==> config.mk <==
export PLATFORM = sky130hd
export DESIGN_NAME = aes_stream_ctrl
export DESIGN_NICKNAME = d
export VERILOG_FILES = /design/src/rtl/aes_stream_ctrl.sv
export SDC_FILE = /design/constraint.sdc
export NUM_CORES = 2
export LEC_CHECK = 0
export BUFFER_PORTS_ARGS = -buffer_cell sky130_fd_sc_hd__buf_4
export CORE_ASPECT_RATIO = 1.75
export CORE_UTILIZATION = 45
export DETAILED_ROUTE_END_ITERATION = 10
export PLACE_DENSITY = 0.72
export SLEW_MARGIN = 0
export SYNTH_ARGS = -nofsm -noshare
export SYNTH_HDL_FRONTEND = slang
export SYNTH_SLANG_ARGS = --single-unit
==> constraint.sdc <==
create_clock -name clk -period 10.2 [get_ports clk]
set_clock_uncertainty 0.15 [all_clocks]
set_input_delay 0.51 -clock clk [delete_from_list [all_inputs] [get_ports clk]]
set_output_delay 0.51 -clock clk [all_outputs]
set_load 0.02 [all_outputs]
==> src/rtl/aes_stream_ctrl.sv <==
// Valid/ready stream front end for a fixed-latency, non-stallable AES128 pipeline.
// A block is admitted only when its result already owns a slot in the output FIFO.
module aes_stream_ctrl #(
    parameter int LATENCY    = 11,
    parameter int FIFO_DEPTH = 16,
    parameter int TAG_W      = 8
) (
    input  logic               clk,
    input  logic               reset,
    input  logic               s_valid,
    output logic               s_ready,
    input  logic [127:0]       s_plain,
    input  logic [127:0]       s_key,
    input  logic [TAG_W-1:0]   s_tag,
    output logic [127:0]       core_plain,
    output logic [127:0]       core_key,
    input  logic [127:0]       core_cipher,
    output logic               m_valid,
    input  logic               m_ready,
    output logic [127:0]       m_cipher,
    output logic [TAG_W-1:0]   m_tag,
    output logic               busy,
    output logic [31:0]        blk_count
);
    localparam int AW = $clog2(FIFO_DEPTH);
    localparam int CW = $clog2(FIFO_DEPTH + 1);
    localparam logic [CW:0]   DEPTH_OCC = (CW + 1)'(FIFO_DEPTH);
    localparam logic [CW-1:0] DEPTH_CNT = CW'(FIFO_DEPTH);

    logic               accept;
    logic               push;
    logic               pop;
    logic [LATENCY-1:0] vld;
    logic [TAG_W-1:0]   tag_pipe [LATENCY];
    logic [CW-1:0]      inflight;
    logic [CW-1:0]      fifo_cnt;
    logic [CW:0]        occupancy;
    logic [AW-1:0]      wr_ptr;
    logic [AW-1:0]      rd_ptr;
    logic [127:0]       cipher_mem [FIFO_DEPTH];
    logic [TAG_W-1:0]   tag_mem [FIFO_DEPTH];

    // Credit is taken at accept and returned only at pop, never early.
    assign occupancy = {1'b0, inflight} + {1'b0, fifo_cnt};
    assign s_ready   = occupancy < DEPTH_OCC;
    assign accept    = s_valid & s_ready;
    assign push      = vld[LATENCY-1];
    assign m_valid   = fifo_cnt != '0;
    assign pop       = m_valid & m_ready;
    assign busy      = occupancy != '0;

    assign core_plain = s_plain;
    assign core_key   = s_key;
    assign m_cipher   = cipher_mem[rd_ptr];
    assign m_tag      = tag_mem[rd_ptr];

    always_ff @(posedge clk or posedge reset) begin
        if (reset) begin
            vld <= '0;
            for (int i = 0; i < LATENCY; i++) begin
                tag_pipe[i] <= '0;
            end
        end else begin
            vld         <= {vld[LATENCY-2:0], accept};
            tag_pipe[0] <= s_tag;
            for (int i = 1; i < LATENCY; i++) begin
                tag_pipe[i] <= tag_pipe[i-1];
            end
        end
    end

    always_ff @(posedge clk or posedge reset) begin
        if (reset) begin
            inflight  <= '0;
            fifo_cnt  <= '0;
            wr_ptr    <= '0;
            rd_ptr    <= '0;
            blk_count <= '0;
        end else begin
            if (accept && !push) begin
                inflight <= inflight + 1'b1;
            end else if (!accept && push) begin
                inflight <= inflight - 1'b1;
            end
            if (push && !pop) begin
                fifo_cnt <= fifo_cnt + 1'b1;
            end else if (!push && pop) begin
                fifo_cnt <= fifo_cnt - 1'b1;
            end
            if (push) begin
                wr_ptr <= wr_ptr + 1'b1;
            end
            if (pop) begin
                rd_ptr    <= rd_ptr + 1'b1;
                blk_count <= blk_count + 1'b1;
            end
        end
    end

    always_ff @(posedge clk) begin
        if (push) begin
            cipher_mem[wr_ptr] <= core_cipher;
            tag_mem[wr_ptr]    <= tag_pipe[LATENCY-1];
        end
    end

    a_no_overflow: assert property (
        @(posedge clk) disable iff (reset) !(push && fifo_cnt == DEPTH_CNT)
    ) else $error("aes_stream_ctrl: push into full FIFO");

endmodule
==> metrics.md <==
| Metric | Value |
|---|---|
| Status | finished clean |
| CP Depth | 7 |
| Yosys cell types | 36 |
| Clock Latency Late Sink | 0.86 ns |
| Fin cells | 7691 |
| Initial antenna violation count | 34 |
| Largest net degree at the start of global routing | 155 |
| Gr usage total | 0.266 |
| Yosys reg bits | 2325 |
| CP endpoint kind | output pin |
| Buffers on Ports | 310 |
| RSZ-0062 raised after global routing | false |
| Final hold violation count | 0 |
| Crit path cell chain | nor2b_4 -> buf_4 -> buf_4 -> a221oi_1 -> a22oi_1 -> nand2_1 -> buf_4 |
| H-tree levels | 4 |
| Max clock buf depth | 4 |
| Slew headroom | 0.109 |
| Vias after detailed routing | 45408 |
| Final setup vio count | 0 |
| CP top delay family | buffers and inverters |
| Leak | 0.0316 µW |
| Crit path buffers/inverters | 3 |
| Hold path endpoint | rd_ptr[1] |
| RD Place Congestion | 0.831 |
| PwrDens | 179 nW/µm² |
| Wire per inst | 35.2 µm |
| Setup Fix Bufs, Post-CTS | 0 |
| R2R Setup Slk | 5.79 ns |
| Critical path type | reg2out |
| WP data arrival | 4.81 ns |
| Clk sink count | 2325 |
| Slowest cell delay on critical path | 0.78 ns |
| Die ar. | 202000 µm² |
| Hold depth | 5 |
| Worst r2r src | wr_ptr[3] |
| Core area | 198000 µm² |
| Iteration-0 DRC count of the detailed router | 4288 |
| IO Pins | 823 |
| First-pass GRT wire length | 372000 µm |
| Rows | 216 |
| Crit path max fanout | 60 |
| Placed wire-length estimate | 158000 µm |
| CP max-delay cell | buf_4 |
| Post-Syn Area | 89900 µm² |
| Die Height | 593 µm |
| Max Cap Viol | 0 |
| Final nets | 5313 |
| Fin crit share | 0.536 |
| Clock root buffer | clkbuf_16 |
| Vias/cell | 5.90 |
| Crit path required time | 9.54 ns |
| DRC viols | 0 |
| Post-synthesis sequential area ratio | 0.768 |
| Max Transition Viols Final | 0 |
| Initial Util | 0.454 |
| Total CTS buffers | 204 |
| Syn. warnings | 0 |
| Min Tclk post-route | 5.47 ns |
| Syn-to-layout area delta | 12.6% |
| Synthesized instance count | 4653 |
| Avg Cell Area, Syn | 19.3 µm² |
| Post-synth net total | 5071 |
| Placed cells | 7166 |
| Total wire length | 271000 µm |
| Layout cells sized above 1 | 0.220 |
| Setup_tns | 0 ns |
| Routed Antenna Nets | 0 |
| Worst setup SP type | flip-flop |
| Slew @ Worst Pin | 1.33 ns |
| Hold crit path type | in2reg |
| Die extent in x | 340 µm |
| First drt pass iteration count | 5 |
| Worst r2r path cells | 4 |
| Clk pin slew, worst setup/hold paths | 0.06 ns |
| Critical Path Most Common Cell | buf_4 |
| Hold Startpoint | m_ready |
| Highest Clock Rate | 183 MHz |
| Grt ovf | 0 |
| Peak supply drop | 0.154 mV |
| Vias in the first global route | 46051 |
| Critical R2R Capture | cipher_mem[10][39] |
| CTS tree | done |
## cell families after synthesis
family          synth area share
flops                      0.768
xor+xnor                 0.00467
fa+ha+maj                0.00331
mux                        0.131
compound gates            0.0484
buf+inv                   0.0331
simple gates              0.0116
## metal layers
layer / part of all wire / track usage / up-vias
met5: 0.00069 / 0.00263 / -
met4: 0.10 / 0.231 / 22
met3: 0.10 / 0.0931 / 642
met2: 0.48 / 0.435 / 2042
met1: 0.31 / 0.270 / 23694
li1: - / - / 19008
## final cells by class
| type | instances | area (µm²) |
|---|---|---|
| Clock buffer | 265 | 5430 |
| Fill cell | 15499 | 96900 |
| Timing Repair Buffer | 526 | 4440 |
| Inverter | 11 | 53.8 |
| Clock inverter | 100 | 863 |
| Antenna cell | 21 | 52.6 |
| Multi-Input combinational cell | 1827 | 18000 |
| Tap cell | 2616 | 3270 |
| Sequential cell | 2325 | 69100 |
## per-stage QoR
step	utilization	power [µW]	hold WS, ns	worst slack, ns	area, µm²
floorplan	-	10800	0.181	2.94	90000
CTS	0.511	18200	0.00789	4.52	101000
detailed placement	0.472	10800	0.185	5.47	93500
global placement	0.472	10800	0.182	5.47	93500
global route	0.511	18500	0.0878	4.51	101000
finish	0.511	18100	0.0704	4.73	101000
## Yosys cell counts, drive strengths merged
cell type  number  share of area
fa              3        0.00067
edfxtp       2176           0.73
o211ai          1       0.000084
ha             19         0.0026
a21oi         141         0.0078
a221oi        136          0.013
mux4          272          0.068
clkbuf        140         0.0058
or2             1       0.000070
buf           350          0.027
a22oi         136          0.011
nor4            1        0.00024
nor2           19        0.00079
xnor2          40         0.0039
nand3          11        0.00061
and4            2        0.00019
and2            4        0.00028
and3           12        0.00083
nor3            7        0.00050
nand4          11        0.00077
o21ai         280          0.016
nor2b           1       0.000070
inv            11        0.00054
xor2            8        0.00078
mux2i         409          0.046
nand2         168         0.0070
nand2b          2        0.00014
dfrtp         149          0.041
mux2          138          0.017
or4             1       0.000084
a21o            4        0.00033
## state kept, by name, summed over array words and instances (netlist names)
register / count
tag_pipe: 88
vld: 11
inflight: 5
cipher_mem: 2048
tag_mem: 128
fifo_cnt: 5
wr_ptr: 4
blk_count: 32
rd_ptr: 4
## worst max path at each step
stage	from	to	slack, ns
after floorplan	wr_ptr[2]	cipher_mem[15][0]	2.94
after global placement	rd_ptr[1]	m_cipher[40]	5.47
after detailed placement	rd_ptr[1]	m_cipher[40]	5.47
after CTS	rd_ptr[1]	m_cipher[40]	4.52
after global routing	rd_ptr[0]	m_cipher[49]	4.51
final	rd_ptr[1]	m_cipher[122]	4.73
## worst min-delay path, cell delays in order
cell and delay [ns]:
buf_4 0.09, and2_1 0.12, buf_4 0.19, nand2_1 0.07
nand2_1 0.05
## report_power, final
part	internal, µW	switching [µW]
Sequential	10400	10.9
Combinational	71.4	137
Clock	4060	3370
Total	14600	3520
## repair_timing
action,in CTS,in global routing
hold buffers,138,0
resized for setup,0,0
hold endpoints to repair,2151,0
endpoints found under the setup margin,0,0
## cells in the final DEF (no fill, tap or decap), types with 12 or more instances in the layout
master	synthesis	layout
edfxtp_1	2176	2176
mux2i_1	409	409
buf_4	261	377
o21ai_0	280	280
mux4_2	272	272
clkbuf_16	0	206
nand2_1	168	167
dfrtp_1	149	145
a21oi_1	141	141
mux2_2	138	138
dlygate4sd3_1	0	138
a221oi_1	136	136
a22oi_1	136	136
clkbuf_1	140	53
xnor2_1	40	40
clkinv_2	0	36
clkinv_1	0	28
diode_2	0	21
ha_1	19	19
and3_1	12	12
nor2_4	0	12
bufinv_16	0	12
Power figures use the tool's default switching activity.
